## config.mk

```make
export PLATFORM = sky130hd
export DESIGN_NAME = mul_div_unit
export DESIGN_NICKNAME = d
export VERILOG_FILES = /design/src/rtl/mdu_pkg.sv /design/src/rtl/mdu_step.sv /design/src/rtl/mul_div_unit.sv
export SDC_FILE = /design/constraint.sdc
export NUM_CORES = 1
export LEC_CHECK = 0
export BUFFER_PORTS_ARGS = -buffer_cell sky130_fd_sc_hd__buf_2
export CAP_MARGIN = 10
export CORE_UTILIZATION = 59
export DETAILED_ROUTE_END_ITERATION = 10
export GPL_TIMING_DRIVEN = 0
export PLACE_DENSITY = 0.81
export SYNTH_ARGS = -nofsm -noshare
export SYNTH_HDL_FRONTEND = slang
export SYNTH_SLANG_ARGS = --single-unit
```

## constraint.sdc

```tcl
create_clock -name clk -period 4.1 [get_ports clk]
set_clock_uncertainty 0.2 [all_clocks]
set_input_delay 0.615 -clock clk [delete_from_list [all_inputs] [get_ports clk]]
set_output_delay 0.615 -clock clk [all_outputs]
set_load 0.01 [all_outputs]
```

## src/rtl/mdu_pkg.sv

```systemverilog
// Shared definitions for the iterative multiply/divide unit.
//   MDU_WIDTH : default operand/result width
//   op_e      : operation encoding presented on the op port
//   state_e   : sequencing states of mul_div_unit
package mdu_pkg;

  localparam int unsigned MDU_WIDTH = 32;

  typedef enum logic [1:0] {
    OP_MULT  = 2'b00,
    OP_MULTU = 2'b01,
    OP_DIV   = 2'b10,
    OP_DIVU  = 2'b11
  } op_e;

  typedef enum logic [1:0] {
    IDLE = 2'b00,
    CALC = 2'b01,
    FIX  = 2'b10,
    DONE = 2'b11
  } state_e;

  function automatic logic op_is_div(input op_e o);
    return (o == OP_DIV) || (o == OP_DIVU);
  endfunction

endpackage

```

## src/rtl/mdu_step.sv

```systemverilog
// One combinational iteration of the multiply/divide datapath.
//   is_div   : 1 = restoring-divide step, 0 = shift-add multiply step
//   acc      : upper accumulator (partial product high / partial remainder)
//   mq       : multiplier being consumed LSB-first / dividend being consumed
//              MSB-first with quotient bits entering at the LSB
//   operand  : multiplicand or divisor magnitude
//   acc_next, mq_next : register values after this iteration
module mdu_step #(
  parameter int unsigned WIDTH = 32
) (
  input  logic             is_div,
  input  logic [WIDTH-1:0] acc,
  input  logic [WIDTH-1:0] mq,
  input  logic [WIDTH-1:0] operand,
  output logic [WIDTH-1:0] acc_next,
  output logic [WIDTH-1:0] mq_next
);

  logic [WIDTH:0] sum;
  logic [WIDTH:0] shifted;
  logic [WIDTH:0] diff;

  always_comb begin
    sum     = {1'b0, acc} + (mq[0] ? {1'b0, operand} : '0);
    shifted = {acc, mq[WIDTH-1]};
    diff    = shifted - {1'b0, operand};
    if (is_div) begin
      // Borrow out of the trial subtract means the divisor did not fit.
      if (diff[WIDTH]) begin
        acc_next = shifted[WIDTH-1:0];
        mq_next  = {mq[WIDTH-2:0], 1'b0};
      end else begin
        acc_next = diff[WIDTH-1:0];
        mq_next  = {mq[WIDTH-2:0], 1'b1};
      end
    end else begin
      // Carry of the add becomes the new MSB of the shifted product.
      acc_next = sum[WIDTH:1];
      mq_next  = {sum[0], mq[WIDTH-1:1]};
    end
  end

endmodule

```

## src/rtl/mul_div_unit.sv

```systemverilog
// Iterative signed/unsigned multiply and divide unit, WIDTH+3 cycles per op.
//   clk, rst (async, active-low), start, op, a, b, flush : control/operands
//   busy        : state is not IDLE
//   done        : one-cycle pulse, hi/lo/div_by_zero/op_err valid with it
//   hi, lo      : product high/low or remainder/quotient, held between ops
//   div_by_zero : divide with b == 0
//   op_err      : divide requested while divide hardware is absent
// Build option: define MUL_DIV_UNIT_DIV_EN to include the divide datapath.
module mul_div_unit
  import mdu_pkg::*;
#(
  parameter int unsigned WIDTH = MDU_WIDTH
) (
  input  logic             clk,
  input  logic             rst,
  input  logic             start,
  input  logic [1:0]       op,
  input  logic [WIDTH-1:0] a,
  input  logic [WIDTH-1:0] b,
  input  logic             flush,
  output logic             busy,
  output logic             done,
  output logic [WIDTH-1:0] hi,
  output logic [WIDTH-1:0] lo,
  output logic             div_by_zero,
  output logic             op_err
);

  localparam int unsigned CW = $clog2(WIDTH);

  state_e             state;
  op_e                op_q;
  logic [CW-1:0]      count;
  logic [WIDTH-1:0]   operand, acc, mq;
  logic               neg_res, pend_dbz, pend_err;
  logic [WIDTH-1:0]   acc_next, mq_next;
  logic               step_div;
  logic               in_signed;
  logic [WIDTH-1:0]   mag_a, mag_b;
  logic [2*WIDTH-1:0] prod_fix;
`ifdef MUL_DIV_UNIT_DIV_EN
  logic [WIDTH-1:0]   a_q;
  logic               b_zero, neg_rem;
`endif

  assign busy = (state != IDLE);

`ifdef MUL_DIV_UNIT_DIV_EN
  assign step_div = op_is_div(op_q);
`else
  assign step_div = 1'b0;
`endif

  always_comb begin
    in_signed = ~op[0];
    mag_a     = (in_signed && a[WIDTH-1]) ? -a : a;
    mag_b     = (in_signed && b[WIDTH-1]) ? -b : b;
    prod_fix  = neg_res ? -{acc, mq} : {acc, mq};
  end

  mdu_step #(.WIDTH(WIDTH)) u_step (
    .is_div   (step_div),
    .acc      (acc),
    .mq       (mq),
    .operand  (operand),
    .acc_next (acc_next),
    .mq_next  (mq_next)
  );

  // done/flags are registered on the edge leaving DONE, so the pulse lands
  // WIDTH+2 edges after the accepting edge while hi/lo update entering DONE.
  always_ff @(posedge clk or negedge rst) begin
    if (!rst) begin
      state       <= IDLE;
      op_q        <= OP_MULT;
      count       <= '0;
      operand     <= '0;
      acc         <= '0;
      mq          <= '0;
      neg_res     <= 1'b0;
      pend_dbz    <= 1'b0;
      pend_err    <= 1'b0;
      done        <= 1'b0;
      hi          <= '0;
      lo          <= '0;
      div_by_zero <= 1'b0;
      op_err      <= 1'b0;
`ifdef MUL_DIV_UNIT_DIV_EN
      a_q         <= '0;
      b_zero      <= 1'b0;
      neg_rem     <= 1'b0;
`endif
    end else begin
      done        <= 1'b0;
      div_by_zero <= 1'b0;
      op_err      <= 1'b0;
      if (flush) begin
        state <= IDLE;
      end else begin
        case (state)
          IDLE: if (start) begin
            op_q    <= op_e'(op);
            acc     <= '0;
            mq      <= mag_a;
            operand <= mag_b;
            neg_res <= in_signed & (a[WIDTH-1] ^ b[WIDTH-1]);
            count   <= '0;
            state   <= CALC;
`ifdef MUL_DIV_UNIT_DIV_EN
            a_q     <= a;
            b_zero  <= (b == '0);
            neg_rem <= in_signed & a[WIDTH-1];
`endif
          end
          CALC: begin
            acc   <= acc_next;
            mq    <= mq_next;
            count <= count + CW'(1);
            if (count == CW'(WIDTH - 1)) state <= FIX;
          end
          FIX: begin
            state    <= DONE;
            pend_dbz <= 1'b0;
            pend_err <= 1'b0;
            if (!op_is_div(op_q)) begin
              {hi, lo} <= prod_fix;
            end else begin
`ifdef MUL_DIV_UNIT_DIV_EN
              if (b_zero) begin
                hi       <= a_q;
                lo       <= '1;
                pend_dbz <= 1'b1;
              end else begin
                hi <= neg_rem ? -acc : acc;
                lo <= neg_res ? -mq : mq;
              end
`else
              pend_err <= 1'b1;
`endif
            end
          end
          DONE: begin
            state       <= IDLE;
            done        <= 1'b1;
            div_by_zero <= pend_dbz;
            op_err      <= pend_err;
          end
          default: state <= IDLE;
        endcase
      end
    end
  end

endmodule

```

==> flow_metrics.env, run 1 <==
export IMPL_status="finished, violations left"
export IMPL_violations="DRC"
export IMPL_dpl_cell_area_um2=12100
export IMPL_drc=26
export IMPL_reg2regPathDepth=12
export IMPL_power_leakage_nw=5.70
export IMPL_crit_type="flip-flop to flip-flop"
export IMPL_post_place_ws_ns=0.0501
export IMPL_synth_top_area_share_pct=38.8
export IMPL_rows=49
export IMPL_io_buffers=135
export IMPL_rrSetupSlack_ns=0.13
export IMPL_htreeDepth=4
export IMPL_period_minus_slack_ns=3.97
export IMPL_r2r_end="acc[25]"
export IMPL_cts_made_buffers=17
export IMPL_finalCritPeriodShare_pct=96.8
export IMPL_clk_transition_reported_paths_ns=0.07
export IMPL_worstPathCellList="clkbuf_1 -> and2_1 -> ha_1 -> inv_1 -> fa_1 -> nor2b_1 -> o31ai_1 -> a211oi_2 -> o21ai_1 -> a211oi_1 -> nor3_1 -> o32ai_1"
export IMPL_crit_required_ns=4.23
export IMPL_power_mw=8.80
export IMPL_seq_area_frac_synth_pct=38.8
export IMPL_synth_flop_cell="dfrtp_1"
export IMPL_ys_ff_latch=172
export IMPL_wl_per_cell_um=18.9
export IMPL_async_flop_share_pct=100
export IMPL_area_delta_synth_final_pct=14.7
export IMPL_initial_core_util_pct=60.9
export IMPL_hold_violations=0
export IMPL_syn_inst=1291
export IMPL_synth_enable_flop_cells=0
export IMPL_grt_pass1_vias=10120
export IMPL_die_area_um2=19400
export IMPL_grt_use_total_pct=33.7
export IMPL_yosys_area_top_type="dfrtp_1"
export IMPL_die_h_um=139
export IMPL_root_buffer="clkbuf_16"
export IMPL_clock_sinks=172
export IMPL_first_pass_iters=10
export IMPL_grt_pass1_wl_um=51100
export IMPL_syn_area_per_cell_um2=8.60
export IMPL_drv_slew=0
export IMPL_hold_start="op[1]"
export IMPL_synth_cell_types=67
export IMPL_drv_cap=0
export IMPL_hold_path_end="op_q[1]"
export IMPL_cp_arrival_ns=4.10
export IMPL_die_w_um=139
export IMPL_rsz0062_at_grt="false"
export IMPL_cpMaxStageDelayCell="dfrtp_1"
export IMPL_fin_nets=1559
export IMPL_fmax_ghz=0.252
export IMPL_max_stage_delay_ns=0.64
export IMPL_cts_tree="yes"
export IMPL_ant_nets=0
export IMPL_vias=10425
export IMPL_slew_headroom_pct=42.2
export IMPL_grt_overflow=0
export IMPL_max_slew_worst_pin_slew_ns=0.864
export IMPL_path_max_fanout=10
export IMPL_fin_ws_ns=0.132
export IMPL_core_area_um2=18200
export IMPL_critPathLaunchType="flip-flop"
export IMPL_place_congestion=1.01
export IMPL_post_dp_hpwl_um=24300
export IMPL_critPathCaptureType="flip-flop"
export IMPL_max_vdd_ir_drop_v=0.000355
export IMPL_hold_depth=2
export IMPL_r2r_start="mq[0]"
export IMPL_yosys_warnings=0
export IMPL_synth_nets=1403
export IMPL_clk_latency_ns=0.44
export IMPL_syn_cell_area_um2=11100
export IMPL_clockBufferDepth=2
export IMPL_final_area_um2=12700
export IMPL_antenna_found_initial=1
export IMPL_io_pins=138
export IMPL_power_density_nw_per_um2=691
export IMPL_grt_max_degree=116
export IMPL_via_per_inst=6.17
export IMPL_whs_ns=0.221
export IMPL_layout_drive_gt1_share_pct=13.0
export IMPL_setup_violations=0
export IMPL_synthTopCellsByArea="dfrtp_1 39%, xor2_1 7.0%, a21oi_1 5.7%"
export IMPL_drt_iter0_markers=913
export IMPL_drt_wl_total_um=31900
export IMPL_hold_path_class="input pin to flip-flop"
placed cells by master (no fill, tap or decap), types with 10 or more instances in the layout:
cell,Yosys,routed
a21o_1,14,14
a21oi_1,127,127
and2_1,36,36
buf_2,0,134
clkbuf_1,66,66
clkbuf_16,0,17
dfrtp_1,172,172
ha_1,41,41
inv_1,23,23
nand2_1,125,125
nand2b_1,10,10
nand3_1,23,23
nor2_1,132,132
nor3_1,18,18
o211ai_1,14,14
o21ai_0,113,112
o22ai_1,20,20
o31ai_1,26,26
o41ai_1,11,11
or3_1,25,25
or4_1,14,14
xnor2_1,51,51
xor2_1,89,89
registers in the layout, summed over array words and instances, names as in the netlist:
name,count
lo,32
count,5
hi,32
neg_res,1
state,2
acc,32
pend_err,1
done,1
op_err,1
operand,32
mq,32
op_q,1
synth_stat cells, types with 25 or more instances:
library cell	instances
a21oi_1	127
and2_1	36
clkbuf_1	66
dfrtp_1	172
ha_1	41
nand2_1	125
nor2_1	132
o21ai_0	113
o31ai_1	26
or3_1	25
xnor2_1	51
xor2_1	89
area by class of cell:
cell class | count | area (µm²)
antenna | 1 | 2.50
buffer | 70 | 267
clock buffer | 17 | 425
clock inverter | 14 | 184
fill | 1509 | 5480
inverter | 23 | 86.3
multi-input combinational | 1026 | 6450
sequential | 172 | 4300
tap | 229 | 287
timing repair buffer | 137 | 723
worst max-delay path by stage:
stage | to | slack (ns) | start | cells after the start
6_report | acc[25] | 0.13 | mq[0] | 12
5_1_grt | acc[22] | 0.005 | mq[0] | 11
4_1_cts | acc[25] | 0.09 | mq[0] | 12
3_5_place_dp | acc[25] | 0.05 | mq[0] | 12
3_3_place_gp | operand[28] | -0.37 | rst | 1
2_1_floorplan | acc[29] | 0.99 | mq[0] | 10
cells by family (layout without fill, tap and decap cells):
logic type | Yosys count | after routing | synth area share (%)
AND/OR/NAND/NOR | 438 | 438 | 19.4
XOR/XNOR | 140 | 140 | 11.0
adder cells (fa/ha/maj) | 42 | 42 | 4.80
buffers and inverters | 93 | 261 | 3.18
multiplexers | 6 | 6 | 0.586
other | 1 | 2 | 0.0338
flip-flops | 172 | 172 | 38.8
AO/OA/AOI/OAI | 399 | 399 | 22.2
critical path: cells and delay by family (launching register included):
kind	cells	cell delay, ns
compound gates	5	1.46
flops	1	0.64
fa+ha+maj	2	0.58
simple gates	3	0.57
buf+inv	2	0.41
per-stage QoR:
step	instances	TNS, ns	utilization [%]
floorplan	1291	0	-
global placement	1655	-62.02	66.2
detailed placement	1656	0	66.4
CTS	1688	0	69.8
global route	1688	0	69.9
finish	1689	0	69.9
routing by layer:
| layer | vias to the layer above | part of all wire, % | GRT usage (%) |
|---|---|---|---|
| met5 | - | 0 | 0 |
| met4 | 0 | 4.1 | 16.4 |
| met3 | 104 | 7.5 | 5.42 |
| met2 | 505 | 48 | 57.2 |
| met1 | 4856 | 40 | 42.1 |
| li1 | 4960 | - | - |
timing repair:
item / 4_1_cts / 5_1_grt
gates resized for setup: 1 / 2
endpoints found under the setup margin: 1 / 7
hold buffers: 1 / 0
endpoints found under the hold margin: 57 / 0
buffers inserted: 0 / 0
report_power, final:
group | total [mW] | switching [mW] | internal (mW)
logic | 3.96 | 2.42 | 1.54
clock network | 1.71 | 0.736 | 0.972
registers | 3.13 | 0.696 | 2.43
total | 8.80 | 3.85 | 4.95
No activity file was read; power rests on OpenSTA's default activity.
==> run 2, diff against run 1 <==
Settings changed: CORE_MARGIN set to 4.
==> run 2 against run 1 <==
Compared with the run above: the flow now finishes without violations; sequential share of layout area about the same; register-to-register slack better by 0.08 ns; sequential power about the same; wire length up 3.0%; combinational power about the same; clock power about the same; flip-flop and latch count unchanged; worst setup slack better by 0.082 ns; critical path depth unchanged; clock-buffer cell count up 1; hold slack better by 0.0068 ns; cell count about the same; highest routed layer unchanged.
==> flow_metrics.env, run 2 (synthesis results as in run 1) <==
export IMPL_root_buffer="clkbuf_16"
export IMPL_fin_cells=1690
export IMPL_rsz0062_at_grt="false"
export IMPL_layout_area_seq_um2=4310
export IMPL_grt_max_degree=116
export IMPL_post_route_util_pct=69.9
export IMPL_die_area_um2=21100
export IMPL_drt_iter0_markers=989
export IMPL_cpMaxStageDelayCell="dfrtp_2"
export IMPL_clockBufferDepth=2
export IMPL_vias=10453
export IMPL_ant_nets=0
export IMPL_grt_use_total_pct=30.7
export IMPL_critPathLaunchType="flip-flop"
export IMPL_place_congestion=0.956
export IMPL_drv_cap=0
export IMPL_multi_input_area_um2=6450
export IMPL_area_delta_synth_final_pct=14.7
export IMPL_layout_drive_gt1_share_pct=13.1
export IMPL_clock_sinks=172
export IMPL_crit_type="flip-flop to flip-flop"
export IMPL_drt_wl_total_um=32900
export IMPL_whs_ns=0.228
export IMPL_dp_cells=1657
export IMPL_status="finished, final reports clean"
export IMPL_final_common_cell="dfrtp_1"
export IMPL_hold_violations=0
export IMPL_cp_top_family="compound AO/OA/AOI/OAI gates"
export IMPL_io_buffers=135
export IMPL_core_area_um2=18200
export IMPL_fill_cells=1527
export IMPL_power_leakage_nw=5.69
export IMPL_cp_arrival_ns=4.02
export IMPL_worstPathCellList="clkbuf_1 -> and2_1 -> ha_1 -> inv_1 -> fa_1 -> nor2b_1 -> o31ai_1 -> a211oi_2 -> o21ai_1 -> a211oi_1 -> nor3_1 -> o32ai_1"
export IMPL_antenna_found_initial=0
export IMPL_grt_pass1_vias=10164
export IMPL_max_stage_delay_ns=0.52
export IMPL_rows=49
export IMPL_via_per_inst=6.19
export IMPL_final_cell_mix="171 x dfrtp_1, 135 x buf_2, 132 x nor2_1"
export IMPL_critPathCaptureType="flip-flop"
export IMPL_power_mw=8.81
export IMPL_crit_required_ns=4.23
export IMPL_post_dp_hpwl_um=24800
export IMPL_path_max_fanout=10
export IMPL_grt_overflow=0
export IMPL_die_h_um=145
export IMPL_wl_per_cell_um=19.5
export IMPL_first_pass_iters=5
export IMPL_drv_slew=0
export IMPL_power_density_nw_per_um2=692
export IMPL_fmax_ghz=0.257
export IMPL_fin_nets=1560
export IMPL_finalCritPeriodShare_pct=94.8
export IMPL_clk_transition_reported_paths_ns=0.07
export IMPL_drc=0
export IMPL_grt_pass1_wl_um=52400
export IMPL_hold_path_class="input pin to flip-flop"
export IMPL_initial_core_util_pct=60.9
export IMPL_slew_headroom_pct=40.9
export IMPL_clk_latency_ns=0.44
export IMPL_io_pins=138
export IMPL_cts_made_buffers=17
export IMPL_path_buf_inv=2
export IMPL_die_w_um=145
export IMPL_htreeDepth=4
export IMPL_period_minus_slack_ns=3.89
export IMPL_cts_tree="yes"
export IMPL_max_vdd_ir_drop_v=0.000371
export IMPL_setup_violations=0
export IMPL_max_slew_worst_pin_slew_ns=0.886
==> run 2: cell types whose count changed in the layout (fill, tap and decap cells not counted), sizes merged <==
cell      change
clkbuf        +1
inv           -3
clkinvlp      +3
clkinv        -1
buf           +1
==> run 2: metrics by stage <==
stage,instance area (µm²),TNS [ns],setup WS (ns)
3_5_place_dp,12100,-0.181,-0.0759
5_1_grt,12700,0,0.0000902
2_1_floorplan,11100,0,0.987
6_report,12700,0,0.214
4_1_cts,12700,0,0.0893
3_3_place_gp,12100,-58.96,-0.354
==> run 2: power by group <==
part / switching (mW) / internal (mW) / leakage [nW]
logic: 2.44 / 1.55 / 3.26
clock network: 0.712 / 0.977 / 0.286
registers: 0.704 / 2.43 / 2.15
==> run 2: worst paths after layout <==
| path | startpoint | end | slack (ns) | cells after the start |
|---|---|---|---|---|
| max in group asynchronous | rst | acc[2] | 2.30 | 3 |
| min | op[1] | op_q[1] | 0.23 | 2 |
| min reg2reg | operand[10] | operand[10] | 0.27 | 2 |
| min in group asynchronous | rst | state[1] | 0.48 | 2 |
| max reg2reg | mq[0] | acc[25] | 0.21 | 12 |
| max | mq[0] | acc[25] | 0.21 | 12 |
==> run 2: layout make-up <==
cell class                      count  area share (%)
Antenna cell                        1          0.0197
Timing Repair Buffer              138            5.72
Sequential cell                   172            33.8
Clock inverter                     13            1.30
Buffer                             70            2.09
Clock buffer                       18            3.45
Multi-Input combinational cell   1026            50.7
Inverter                           23           0.678
Tap cell                          229            2.25
==> run 2: per-layer routing <==
layer	share of wire [%]	wire length (µm)	track usage (%)
met1	40	13100	39.0
met2	48	15900	52.6
met5	0	0	0
met3	7.6	2510	4.99
met4	4.1	1350	12.3
==> run 2: repair_timing <==
item                       4_1_cts  5_1_grt
setup endpoints to repair        5        8
hold buffers                     1        0
hold endpoints to repair        57        0
setup buffers                    0        0
gates resized for setup          2        1
==> run 3, diff against run 2 <==
Settings changed: RECOVER_POWER set to 100.
==> run 3 against run 2 <==
Compared with the run above: the flow now finishes with violations (capacitance limit, slew limit); worst setup slack gained 0.012 ns; combinational power shrank 3%; cell count is the same; total power shrank 1.2%; sequential share of layout area grew 0.38 points; critical endpoint unchanged; sequential power is essentially flat; design area shrank 1.1%.
==> flow_metrics.env, run 3 (synthesis results as in run 1) <==
export IMPL_status="finished, violations left"
export IMPL_violations="capacitance limit, slew limit"
export IMPL_max_slew_worst_pin_slew_ns=2.56
export IMPL_critPathLaunchType="flip-flop"
export IMPL_finalCritPeriodShare_pct=94.5
export IMPL_fill_cells=1568
export IMPL_clockBufferDepth=2
export IMPL_hold_path_class="input pin to flip-flop"
export IMPL_drv_slew=58
export IMPL_post_cts_setup_buffers=0
export IMPL_path_max_fanout=10
export IMPL_cts_tree="yes"
export IMPL_dpl_cell_area_um2=12100
export IMPL_power_mw=8.71
export IMPL_antenna_found_initial=0
export IMPL_p_clk_share_pct=19.4
export IMPL_drt_wl_total_um=33000
export IMPL_cts_made_buffers=17
export IMPL_fin_ws_ns=0.226
export IMPL_crit_type="flip-flop to flip-flop"
export IMPL_max_vdd_ir_drop_v=0.000372
export IMPL_grt_pass1_vias=10164
export IMPL_crit_required_ns=4.23
export IMPL_layout_drive_gt1_share_pct=7.88
export IMPL_vias=10497
export IMPL_p_sw_mw=3.85
export IMPL_via_per_inst=6.21
export IMPL_clk_latency_ns=0.44
export IMPL_post_dp_hpwl_um=24800
export IMPL_grt_use_total_pct=30.7
export IMPL_cp_arrival_ns=4.01
export IMPL_multi_input_area_um2=6390
export IMPL_place_congestion=0.956
export IMPL_initial_core_util_pct=60.9
export IMPL_netSwitchingFraction_pct=44.2
export IMPL_dp_cells=1657
export IMPL_drt_iter0_markers=985
export IMPL_rsz0062_at_grt="false"
export IMPL_core_area_um2=18200
export IMPL_die_h_um=145
export IMPL_die_w_um=145
export IMPL_ant_nets=0
export IMPL_fin_nets=1560
export IMPL_io_buffers=135
export IMPL_drv_cap=1
export IMPL_power_leakage_nw=5.46
export IMPL_post_place_ws_ns=-0.0759
export IMPL_clock_sinks=172
export IMPL_hold_violations=0
export IMPL_die_area_um2=21100
export IMPL_fin_cells=1690
export IMPL_first_pass_iters=8
export IMPL_root_buffer="clkbuf_16"
export IMPL_setup_violations=0
export IMPL_period_minus_slack_ns=3.87
export IMPL_area_delta_synth_final_pct=13.4
export IMPL_final_cell_mix="171 x dfrtp_1, 139 x clkbuf_1, 132 x nor2_1"
export IMPL_fin_setup_tns_ns=0
export IMPL_worstSetupStartpoint="mq[0]"
export IMPL_grt_pass1_wl_um=52400
export IMPL_internal_power_mw=4.86
export IMPL_power_frac_seq_pct=36.1
export IMPL_grt_overflow=0
export IMPL_grt_max_degree=116
export IMPL_fmax_ghz=0.258
export IMPL_wl_per_cell_um=19.6
export IMPL_hold_start="op[1]"
export IMPL_final_common_cell="dfrtp_1"
export IMPL_critPathCaptureType="flip-flop"
export IMPL_post_route_util_pct=69.1
export IMPL_final_area_um2=12600
export IMPL_r2r_start="mq[0]"
export IMPL_htreeDepth=4
export IMPL_layout_area_seq_um2=4310
export IMPL_slew_headroom_pct=-70.6
export IMPL_combinationalPowerShare_pct=44.5
export IMPL_power_density_nw_per_um2=692
export IMPL_whs_ns=0.230
export IMPL_io_pins=138
export IMPL_drc=0
export IMPL_rows=49
export IMPL_clk_transition_reported_paths_ns=0.07
run 3: changes by cell type in the layout (fill, tap and decap cells not counted), sizes merged:
| cell | delta |
|---|---|
| dlymetal6s4s | +1 |
| buf | -74 |
| clkbuf | +73 |
run 3: what timing repair did:
item | 4_1_cts | 5_1_grt
hold buffers | 1 | 0
hold endpoints to repair | 57 | 0
endpoints found under the setup margin | 5 | 8
gates resized for setup | 2 | 1
run 3: final cells by class:
cell class | instances | area share (%)
diodes | 1 | 0.0199
multi-input cells | 1026 | 50.8
well taps | 229 | 2.28
repair buffers | 138 | 5.07
flip-flops and latches | 172 | 34.2
plain buffers | 70 | 2.12
clock inverters | 13 | 1.31
clock buffers | 18 | 3.49
inverters | 23 | 0.686
run 3: worst paths after layout:
| check | slack, ns | cells past startpoint | to |
|---|---|---|---|
| worst max-delay path | 0.23 | 12 | acc[25] |
| min in group asynchronous | 1.41 | 2 | state[1] |
| worst min register to register | 0.27 | 2 | operand[10] |
| worst max register to register | 0.23 | 12 | acc[25] |
| max in group asynchronous | 0.77 | 3 | hi[11] |
| worst min-delay path | 0.23 | 2 | op_q[1] |
run 3: worst max-delay path, cell delays in order (launching register included):
cell and delay, ns:
dfrtp_2 0.52, clkbuf_1 0.34, and2_1 0.26, ha_1 0.21, inv_1 0.06, fa_1 0.40, nor2b_1 0.23, o31ai_1 0.18
a211oi_2 0.34, o21ai_1 0.26, a211oi_1 0.38, nor3_1 0.11, o32ai_1 0.27
run 3: power by group through the flow:
stage               clock network [mW]  logic [mW]  registers [mW]
floorplan                            0        2.56            3.10
global placement                     0        3.83            3.11
detailed placement                   0        3.91            3.14
CTS                               1.69        3.96            3.12
global route                      1.76        4.27            3.24
finish                            1.69        3.88            3.15
run 3: layer usage:
layer	track usage [%]	vias up	wire [µm]
li1	-	4952	-
met5	0	-	0
met4	12.3	0	1350
met1	39.0	4963	13400
met2	52.6	479	16000
met3	4.99	103	2360
